## config.mk

```make
export PLATFORM = sky130hd
export DESIGN_NAME = mc_control
export DESIGN_NICKNAME = d
export VERILOG_FILES = /design/src/rtl/mc_control.sv
export SDC_FILE = /design/constraint.sdc
export NUM_CORES = 1
export LEC_CHECK = 0
export CORE_ASPECT_RATIO = 2
export CORE_UTILIZATION = 45
export CTS_CLUSTER_SIZE = 14
export DETAILED_ROUTE_END_ITERATION = 16
export DONT_BUFFER_PORTS = 1
export GPL_TIMING_DRIVEN = 1
export SLEW_MARGIN = 10
export SYNTH_ARGS = -nofsm -noshare
export SYNTH_HDL_FRONTEND = slang
export SYNTH_SLANG_ARGS = --single-unit
```

## constraint.sdc

```tcl
create_clock -name clk -period 4.3 [get_ports clk]
set_clock_uncertainty 0.15 [all_clocks]
set_input_delay 0.645 -clock clk [delete_from_list [all_inputs] [get_ports clk]]
set_output_delay 0.645 -clock clk [all_outputs]
set_load 0.01 [all_outputs]
```

## src/rtl/mc_control.sv

```systemverilog
// Multi-cycle MIPS-subset control unit: a state machine drives the datapath selects,
// bounds every memory wait with a trap, and keeps cycle and retired-instruction counters.
module mc_control #(
    parameter int TIMEOUT = 15,
    parameter int CNT_W   = 32
) (
    input  logic             clk,
    input  logic             rst_n,
    input  logic [5:0]       opcode,
    input  logic [5:0]       funct,
    input  logic             alu_zero,
    input  logic             alu_positive,
    input  logic             mem_ready,
    output logic             pc_write,
    output logic [1:0]       pc_src,
    output logic             ir_write,
    output logic             iord,
    output logic             alu_src_a,
    output logic [1:0]       alu_src_b,
    output logic [1:0]       alu_op,
    output logic             mem_req,
    output logic             mem_we,
    output logic             reg_write,
    output logic             reg_dst,
    output logic             mem_to_reg,
    output logic             trap,
    output logic [1:0]       trap_code,
    output logic [3:0]       state,
    output logic [CNT_W-1:0] cycle_cnt,
    output logic [CNT_W-1:0] instret_cnt
);

    typedef enum logic [3:0] {
        S_FETCH    = 4'd0,
        S_DECODE   = 4'd1,
        S_EXEC_R   = 4'd2,
        S_EXEC_I   = 4'd3,
        S_MEM_ADDR = 4'd4,
        S_MEM_RD   = 4'd5,
        S_MEM_WR   = 4'd6,
        S_WB_ALU   = 4'd7,
        S_WB_MEM   = 4'd8,
        S_BRANCH   = 4'd9,
        S_JUMP     = 4'd10,
        S_TRAP     = 4'd15
    } state_t;

    localparam logic [7:0]       WAIT_LAST = 8'(TIMEOUT - 1);
    localparam logic [CNT_W-1:0] CNT_ONE   = 1;

    state_t     state_q, state_d;
    logic [1:0] code_q, code_d;
    logic [7:0] wait_q;
    logic       timed_out;
    logic       waiting;
    logic       retire;

    // funct is decoded by the ALU control, not by this FSM
    logic unused_funct;
    assign unused_funct = ^funct;

    assign waiting   = (state_q == S_FETCH) || (state_q == S_MEM_RD) || (state_q == S_MEM_WR);
    assign timed_out = !mem_ready && (wait_q == WAIT_LAST);

    // NOTE: every output and next-state signal gets a default first so no latch is inferred.
    always_comb begin
        state_d    = state_q;
        code_d     = code_q;
        pc_write   = 1'b0;
        pc_src     = 2'd0;
        ir_write   = 1'b0;
        iord       = 1'b0;
        alu_src_a  = 1'b0;
        alu_src_b  = 2'd0;
        alu_op     = 2'd0;
        mem_req    = 1'b0;
        mem_we     = 1'b0;
        reg_write  = 1'b0;
        reg_dst    = 1'b0;
        mem_to_reg = 1'b0;
        case (state_q)
            S_FETCH: begin
                mem_req   = 1'b1;
                alu_src_b = 2'd1;
                if (mem_ready) begin
                    ir_write = 1'b1;
                    pc_write = 1'b1;
                    state_d  = S_DECODE;
                end else if (timed_out) begin
                    state_d = S_TRAP;
                    code_d  = 2'd2;
                end
            end
            S_DECODE: begin
                alu_src_b = 2'd3;
                case (opcode)
                    6'h00:                      state_d = S_EXEC_R;
                    6'h23, 6'h2B:               state_d = S_MEM_ADDR;
                    6'h04, 6'h05, 6'h07:        state_d = S_BRANCH;
                    6'h02:                      state_d = S_JUMP;
                    6'h08, 6'h0A, 6'h0C, 6'h0D: state_d = S_EXEC_I;
                    default: begin
                        state_d = S_TRAP;
                        code_d  = 2'd1;
                    end
                endcase
            end
            S_EXEC_R: begin
                alu_src_a = 1'b1;
                alu_op    = 2'd2;
                reg_dst   = 1'b1;
                state_d   = S_WB_ALU;
            end
            S_EXEC_I: begin
                alu_src_a = 1'b1;
                alu_src_b = 2'd2;
                alu_op    = 2'd3;
                state_d   = S_WB_ALU;
            end
            S_MEM_ADDR: begin
                alu_src_a = 1'b1;
                alu_src_b = 2'd2;
                state_d   = (opcode == 6'h23) ? S_MEM_RD : S_MEM_WR;
            end
            S_MEM_RD, S_MEM_WR: begin
                mem_req = 1'b1;
                iord    = 1'b1;
                mem_we  = (state_q == S_MEM_WR);
                if (mem_ready) begin
                    state_d = (state_q == S_MEM_RD) ? S_WB_MEM : S_FETCH;
                end else if (timed_out) begin
                    state_d = S_TRAP;
                    code_d  = 2'd2;
                end
            end
            S_WB_ALU: begin
                // IR still holds the instruction, so R-type vs immediate is read from it
                reg_write = 1'b1;
                reg_dst   = (opcode == 6'h00);
                state_d   = S_FETCH;
            end
            S_WB_MEM: begin
                reg_write  = 1'b1;
                mem_to_reg = 1'b1;
                state_d    = S_FETCH;
            end
            S_BRANCH: begin
                alu_src_a = 1'b1;
                alu_op    = 2'd1;
                pc_src    = 2'd1;
                case (opcode)
                    6'h04:   pc_write = alu_zero;
                    6'h05:   pc_write = !alu_zero;
                    6'h07:   pc_write = alu_positive;
                    default: pc_write = 1'b0;
                endcase
                state_d = S_FETCH;
            end
            S_JUMP: begin
                pc_write = 1'b1;
                pc_src   = 2'd2;
                state_d  = S_FETCH;
            end
            S_TRAP:  state_d = S_TRAP;
            default: state_d = S_FETCH;
        endcase
        // Reset holds FETCH; keep its fetch-side controls quiet until release.
        if (!rst_n) begin
            ir_write  = 1'b0;
            pc_write  = 1'b0;
            alu_src_b = 2'd0;
        end
    end

    assign retire = (state_d == S_FETCH) &&
                    ((state_q == S_WB_ALU) || (state_q == S_WB_MEM) || (state_q == S_MEM_WR) ||
                     (state_q == S_BRANCH) || (state_q == S_JUMP));

    // NOTE: sequential state uses non-blocking assignments and an asynchronous active-low reset.
    always_ff @(posedge clk or negedge rst_n) begin
        if (!rst_n) begin
            state_q     <= S_FETCH;
            code_q      <= 2'd0;
            wait_q      <= 8'd0;
            cycle_cnt   <= '0;
            instret_cnt <= '0;
        end else begin
            state_q <= state_d;
            code_q  <= code_d;
            if (state_d != state_q)
                wait_q <= 8'd0;
            else if (waiting && !mem_ready)
                wait_q <= wait_q + 8'd1;
            if (state_q != S_TRAP)
                cycle_cnt <= cycle_cnt + CNT_ONE;
            if (retire)
                instret_cnt <= instret_cnt + CNT_ONE;
        end
    end

    assign state     = state_q;
    assign trap      = (state_q == S_TRAP);
    assign trap_code = code_q;

endmodule

```

# Yosys cells after proc, flatten, opt, wreduce, memory -nomap -nowiden
# Index checks and enable logic that the tools add are counted.
[word_totals]
regBits = 78
mem_bits_rw = 0
rom_bits = 0
output_inout_bits = 86
latchBits = 0
memories = 0
[op_classes]
n_shift = 0
n_mux = 30
div = 0
n_reduce_logical = 27
mul = 0
n_addsub = 3
n_eq_ne = 27
magnitude_cmp = 0
bitwise = 0
[ops]
columns = ["cell", "count"]
rows = [
  ["32-bit by 1-bit adder with 32-bit output, second input constant", 2],
  ["6-bit by 4-bit equality test with 1-bit output, second input constant", 4],
  ["4-bit one-hot mux with 6 select lines", 1],
  ["4-bit one-hot mux with 5 select lines", 1],
  ["6-bit by 3-bit equality test with 1-bit output, second input constant", 3],
  ["4-bit by 3-bit equality test with 1-bit output, second input constant", 4],
  ["4-bit equality test, second input constant", 4],
  ["4-bit two-way mux", 4],
  ["8-bit two-way mux", 2],
  ["6-bit equality test, second input constant", 2],
  ["2-bit one-hot mux with 3 select lines", 2],
  ["11-bit OR reduction", 1],
  ["1-bit two-way mux", 10],
  ["2-bit two-way mux", 5],
  ["2-bit OR reduction", 5],
  ["8-bit by 1-bit adder with 8-bit output, second input constant", 1],
  ["4-bit by 2-bit equality test with 1-bit output, second input constant", 2],
  ["8-bit by 4-bit equality test with 1-bit output, second input constant", 1],
  ["4-bit zero test", 2],
  ["2-bit one-hot mux with 2 select lines", 2],
  ["4-bit OR reduction", 2],
  ["6-bit by 2-bit equality test with 1-bit output, second input constant", 1],
  ["6-bit zero test", 1],
  ["1-bit logical OR", 6],
  ["other kinds (12)", 19],
]

# Logic depth before layout (Yosys ltp)
# Gate-level depths: netlist of the first run.
[logic_depth]
ltp_word = 7
depth_mapped = 10
depth_no_buf = 8

# Least setup slack after synthesis of the first run
# Ideal clock, no wire load.
[synth_path]
path_kind = "input-to-reg"
start = "input port opcode[4]"
end = "register wait_q[1]"
t_arrival_ns = 2.392
path_buffers = 1
path_slack_ns = 1.651
cell_stages = 7
required_time_ns = 4.043
setup_ns = 0.107
cell_sequence = "clkbuf_1 or3_1 o32a_1 and3_1 nor3_1 o211ai_1 a2111oi_4"
[synth_between]
elab_chain_len = 6
elab_cells_between_ends = 20
[synth_rtl]
columns = ["element", "line", "source"]
rows = [
  ["from (decl)", "9", "input logic [5:0] opcode,"],
  ["6-bit by 4-bit equality test with 1-bit output, or another cell as far along", "96", "case (opcode)"],
  ["4-bit OR reduction, or another cell as far along", "--", ""],
  ["4-bit one-hot mux with 5 select lines", "96", ""],
  ["4-bit one-hot mux with 6 select lines (*)", "81", "case (state_q)"],
  ["4-bit inequality test (*)", "190", "if (state_d != state_q)"],
  ["8-bit two-way mux / 2-bit nonzero test (equally long branches)", "--", ""],
  ["to (signal assigned)", "193", "wait_q <= wait_q + 8'd1;"],
  ["to (decl)", "53", "logic [7:0] wait_q;"],
]
# Mark *: on every way between the ends. The rest lies on a longest branch, timed or not.
# A chain may end at the register's enable or synchronous reset.

# Final worst setup path of the first run
[layout_path]
start = "register state_q[1] (netlist: state[1])"
end = "register instret_cnt[29]"
[layout_between]
elab_chain_len = 6
elab_cells_between_ends = 25
[layout_rtl]
columns = ["element", "line", "source"]
rows = [
  ["from (decl)", "51", "state_t state_q, state_d;"],
  ["from (signal assigned)", "188", "state_q <= state_d;"],
  ["4-bit by 3-bit equality test with 1-bit output, or another cell as far along", "81, 130", ""],
  ["4-bit two-way mux / 1-bit logical OR (equally long branches)", "130, 176", ""],
  ["4-bit two-way mux / 1-bit logical OR (equally long branches)", "129, 176", ""],
  ["4-bit one-hot mux with 6 select lines / 1-bit logical OR (equally long branches)", "81, 176", ""],
  ["4-bit zero test / 1-bit logical OR (equally long branches)", "175, 177", ""],
  ["1-bit logical AND (*)", "175", "assign retire = (state_d == S_FETCH) &&"],
  ["to (signal assigned)", "197", "instret_cnt <= instret_cnt + CNT_ONE;"],
  ["to (decl)", "30", "output logic [CNT_W-1:0] instret_cnt"],
]
# Marks and branches as above.

==> summary.txt, run 1 <==
Flow run
  • Max_cap viols: 0

Floorplanning
  • Num rows: 49
  • Die W: 70.4 microns
  • Initial Util: 0.467
  • DIE HEIGHT: 139 microns
  • Core area: 0.00901 sq mm
  • I/O pin cnt: 103
  • DIE AREA: 0.00976 sq mm

Placed design
  • Port Buffers: 0
  • Placement Cell Area: 0.00428 sq mm
  • GP Congestion: 0.888
  • Final HPWL DP: 6840 microns

Logic synthesis
  • Mapped Nets: 447
  • Seq cells post-synth: 78
  • Top-area cell type share of the netlist area: 0.464
  • Ys Warns: 0
  • Cells after Synth: 426
  • Post-Syn Area: 0.00421 sq mm
  • Main flop type after synthesis: dfrtp_1
  • Synth Area per Inst: 9.88 sq um
  • Sequential area share after synthesis: 0.464
  • Largest cells by area after synthesis: dfrtp_1, xnor2_1, xor2_1, nand2_1, nand4_1
  • EDFF count, synth: 0
  • Post-synth top area cell: dfrtp_1
  • Asr flop ratio synth: 1.00
  • Leading cell type by number of instances after synthesis: dfrtp_1
  • Top cells by count, synth: dfrtp_1, xnor2_1, nand2_1
  • Post-synthesis cell type count: 54

Clock network
  • Post_cts resized: 0
  • Num CTS Buffers: 9
  • Clock Pin Slew Worst Setup and Hold Paths: 0.07 ns
  • Clock Latency Late Sink: 0.34 ns
  • Clock Sinks: 78
  • # H-tree levels: 3
  • Clock buffer depth: 2
  • Setup bufs post-CTS: 0
  • Hold buffers post-CTS: 1
  • CTS tree: done
  • Clk root buf: clkbuf_16

Detailed routing
  • Antenna Nets Post-Route: 0
  • Initial drt markers: 176
  • Via Count: 3191
  • Drt wl/cell: 17.8 microns
  • TritonRoute pass-1 iters: 4
  • Wirelength, routed: 9510 microns
  • Remaining DRCs: 0
  • Via density per instance: 5.99

Global route
  • Global-route wire length before repair: 15700 microns
  • Vias in the first global route: 3085
  • Largest net degree at the start of global routing: 79
  • Initial antenna violation count: 0
  • Total gr overflow: 0
  • Gr usage total: 0.203

Power and ir drop
  • Maximum vdd drop: 0.355 mV
  • PwrDens: 568 mW/mm^2
  • Static Leak: 1.91 nW

Timing
  • Setup TNS Final: 0 ns
  • Max frequency: 0.319 GHz
  • Period utilization: 0.729
  • Slew headroom: 0.458
  • RSZ-0062 raised after global routing: false
  • Fin. Hold Viols: 0
  • Fin Hold WS: 0.0421 ns
  • Minimum clock period: 3.13 ns
  • Final Slew Violations: 0
  • Final setup fails: 0
  • Least-Margin Pin Slew: 0.810 ns

Cells and area
  • Layout overhead on the synthesized area: 9.19%
  • Antenna fix cells: 0
  • Share of cells above drive strength 1: 0.0789
  • Final net count: 447
  • Final Instance Area: 0.00459 sq mm

Critical path
  • Arr. time, crit path: 3.21 ns
  • Crit path kind: reg -> reg
  • CP required: 4.37 ns
  • CP endpoint kind: flip-flop
  • Worst reg2reg setup slack: 1.17 ns
  • Worst-path fanout max: 16
  • Worst setup SP type: flip-flop

Worst hold path
  • Min-Delay Path Class: in -> async

Run status
  • Status: finished, final reports clean
[metrics by stage]
step                      utilization  instances  total power [mW]  setup WS, ns
after floorplan                     -        426              1.71          1.65
after global placement          0.475        516              1.88          1.19
after global routing            0.510        533              2.76          1.03
after detailed placement        0.475        516              1.90          1.14
after CTS                       0.510        533              2.63          1.14
final                           0.510        533              2.61          1.17
[per-layer routing]
layer  vias to the layer above  part of all wire  global-route usage
li1                       1505                 -                   -
met1                      1559              0.36               0.211
met2                       101              0.55               0.355
met3                        26             0.059              0.0654
met4                         0             0.030               0.104
met5                         -                 0                   0
[critical path, cell delays in order, from the launching register on]
cell and delay [ns]:
dfrtp_1 0.69, xor2_1 0.20, o211a_1 0.41, a221o_1 0.51, nor4_1 0.69, nand4_1 0.19, xnor2_1 0.16
[final cells by class]
type	instances	area (sq um)
Clock inverter	7	57.6
Inverter	8	30.0
Sequential cell	78	1950
Timing Repair Buffer	6	65.1
Multi-Input combinational cell	323	2140
Fill cell	851	4420
Clock buffer	9	225
Tap cell	102	128
[sequential cells by signal, indices dropped and copies added (netlist names)]
register and cells:
cycle_cnt 32, wait_q 8, instret_cnt 32, state 4, trap_code 2
[final timing paths]
check,from,cells past startpoint,endpoint
worst max-delay path,state[1],6,instret_cnt[29]
min in group clk,opcode[4],2,trap_code[1]
worst min register to register,instret_cnt[31],1,instret_cnt[31]
max in group asynchronous,rst_n,1,instret_cnt[8]
worst min-delay path,rst_n,1,cycle_cnt[29]
worst max register to register,state[1],6,instret_cnt[29]
[cell usage in the layout, fill, tap and decap left out, drive strengths merged, types with 3 or more instances in the layout]
master | Yosys | layout
dfrtp | 78 | 78
xnor2 | 50 | 50
nand2 | 48 | 48
nand3 | 26 | 26
nor2 | 25 | 25
nor3 | 24 | 24
nand4 | 22 | 22
xor2 | 21 | 21
and3 | 13 | 13
inv | 8 | 10
clkbuf | 7 | 9
o21ai | 8 | 8
and4 | 8 | 8
nand2b | 7 | 7
a21oi | 7 | 7
nor4 | 7 | 7
o211ai | 6 | 6
buf | 10 | 6
or2 | 5 | 5
and2 | 4 | 4
o21a | 4 | 4
ha | 4 | 4
nor2b | 3 | 3
a31oi | 3 | 3
or3 | 3 | 3
clkinv | 0 | 3
[power by group]
part           internal [mW]  total [mW]  switching, mW
combinational          0.301       0.869          0.568
clock                  0.397       0.710          0.312
sequential             0.824        1.03          0.210
[cells by family (layout without fill, tap and decap cells)]
group                      count (synthesis)  count (layout)  share of synthesized area
adders and majority gates                  4               4                     0.0119
muxes                                      2               2                    0.00476
AOI/OAI and AO/OA                         44              44                     0.0803
DFF                                       78              78                      0.464
and+or+nand+nor                          202             202                      0.263
buffers and inverters                     25              30                     0.0283
xor gates and xnor gates                  71              71                      0.148
Power figures use the tool's default switching activity.
==> inputs of run 2 (changes only) <==
Clock period 4.3 ns to 2.9 ns, I/O delays scaled along.
==> summary.txt, run 2 (synthesized netlist as in run 1, its figures left out) <==
Flow run
  • Max_cap viols: 0

Global route
  • Met1 Usage GRT: 0.216
  • Gr usage total: 0.211
  • Busiest grt layer: met2
  • Total gr overflow: 0
  • Vias in the first global route: 3346
  • Met3 usage: 0.0589
  • GR Util met2: 0.371
  • Largest net degree at the start of global routing: 79
  • Initial antenna violation count: 0
  • Global-route wire length before repair: 16400 microns

Timing
  • Least-Margin Pin Slew: 0.771 ns
  • Final worst setup slack: 0.175 ns
  • Max frequency: 0.367 GHz
  • Setup TNS Final: 0 ns
  • RSZ-0062 raised after global routing: false
  • Final Slew Violations: 0
  • Fin. Hold Viols: 0
  • Final setup fails: 0
  • Slew headroom: 0.484
  • Minimum clock period: 2.72 ns
  • Period utilization: 0.940

Cells and area
  • Commonest cells after routing, fill and taps aside: dfrtp_1, xnor2_1, nand2_1, nand3_1, nor2_1
  • Multi-input logic area: 0.00214 sq mm
  • Final Instance Area: 0.00473 sq mm
  • Layout overhead on the synthesized area: 12.4%
  • FF/Latch Area: 0.00195 sq mm
  • Final net count: 458
  • Post-layout util: 0.525
  • Share of cells above drive strength 1: 0.0995
  • Commonest non-fill, non-tap cell in the layout: dfrtp_1
  • Fill cells: 833
  • Antenna fix cells: 0
  • Largest regs: cycle_cnt (32), instret_cnt (32), wait_q (8)

Placed design
  • Placement Cell Area: 0.00436 sq mm
  • Setup WS pre-CTS: 0.154 ns
  • Port Buffers: 0
  • GP Congestion: 0.910
  • Final HPWL DP: 7210 microns

Clock network
  • Setup bufs post-CTS: 0
  • Clock Latency Late Sink: 0.34 ns
  • Post_cts resized: 0
  • Clock Pin Slew Worst Setup and Hold Paths: 0.06 ns
  • Num CTS Buffers: 9
  • CTS tree: done
  • Clock Sinks: 78
  • Hold buffers post-CTS: 2
  • # H-tree levels: 3
  • Clock buffer depth: 2
  • Clk root buf: clkbuf_16

Floorplanning
  • DIE AREA: 0.00976 sq mm
  • Die W: 70.4 microns
  • Core area: 0.00901 sq mm
  • Num rows: 49
  • I/O pin cnt: 103
  • DIE HEIGHT: 139 microns
  • Initial Util: 0.467

Critical path
  • Worst setup SP type: flip-flop
  • Crit path kind: reg -> reg
  • Critical path startpoint: wait_q[0]
  • Worst-path fanout max: 9
  • CP peak stage delay: 0.48 ns
  • Slowest-stage cell, CP: a221o_1
  • CP cell instances: inv_1, ha_1, and4b_1, a21o_1, a221o_1, or2_1, nor4_2, xor2_1
  • RR Startpoint: wait_q[0]
  • CP required: 3.01 ns
  • Arr. time, crit path: 2.83 ns
  • CP endpoint kind: flip-flop

Detailed routing
  • Remaining DRCs: 0
  • Antenna Nets Post-Route: 0
  • Wirelength, routed: 9770 microns
  • Initial drt markers: 101
  • Via Count: 3256
  • TritonRoute pass-1 iters: 4
  • Via density per instance: 5.99
  • Drt wl/cell: 18.0 microns

Run status
  • Status: finished, final reports clean

Power and ir drop
  • Static Leak: 1.99 nW
  • Maximum vdd drop: 0.507 mV
  • PwrDens: 870 mW/mm^2

Worst hold path
  • Min-Delay Path Class: in -> reg
  • Hold Path Origin: opcode[4]
run 2: final timing paths:
kind / to / slack (ns) / cells after the start
setup / recovery: instret_cnt[22] / 0.18 / 8
hold / removal: trap_code[1] / 0.16 / 2
setup reg to reg: instret_cnt[22] / 0.18 / 8
hold reg to reg: instret_cnt[31] / 0.39 / 1
max in group asynchronous: trap_code[1] / 1.78 / 2
min in group asynchronous: cycle_cnt[29] / 0.50 / 2
run 2: cell type report:
cell class,instances,area share
clock buffers,10,0.0505
clock inverters,6,0.0196
inverters,8,0.00635
multi-input cells,323,0.452
flip-flops and latches,78,0.413
well taps,102,0.0270
repair buffers,17,0.0318
run 2: report_power, final:
group / switching (mW) / leakage, nW / internal (mW)
sequential: 0.313 / 1.02 / 1.22
clock: 0.454 / 0.156 / 0.783
combinational: 0.838 / 0.814 / 0.505
run 2: stage by stage:
step | cells | power, mW | hold WS, ns
2_1_floorplan | 426 | 2.53 | -0.0106
3_3_place_gp | 526 | 2.87 | -0.00921
3_5_place_dp | 526 | 2.89 | -0.00910
4_1_cts | 544 | 4.16 | 0.152
5_1_grt | 544 | 4.37 | 0.154
6_report | 544 | 4.12 | 0.158
run 2: routing by layer:
metal  part of all wire  vias up
met2               0.54      106
met3              0.056       29
li1                   -     1528
met1               0.36     1593
met5                  0        -
met4              0.047        0
run 2: critical path: cells and delay by family, from the launching register on:
family          cells  cell delay (ns)
simple gates        3             1.01
buf+inv             1             0.06
xor+xnor            1             0.18
flops               1             0.40
compound gates      2             0.66
fa+ha+maj           1             0.19
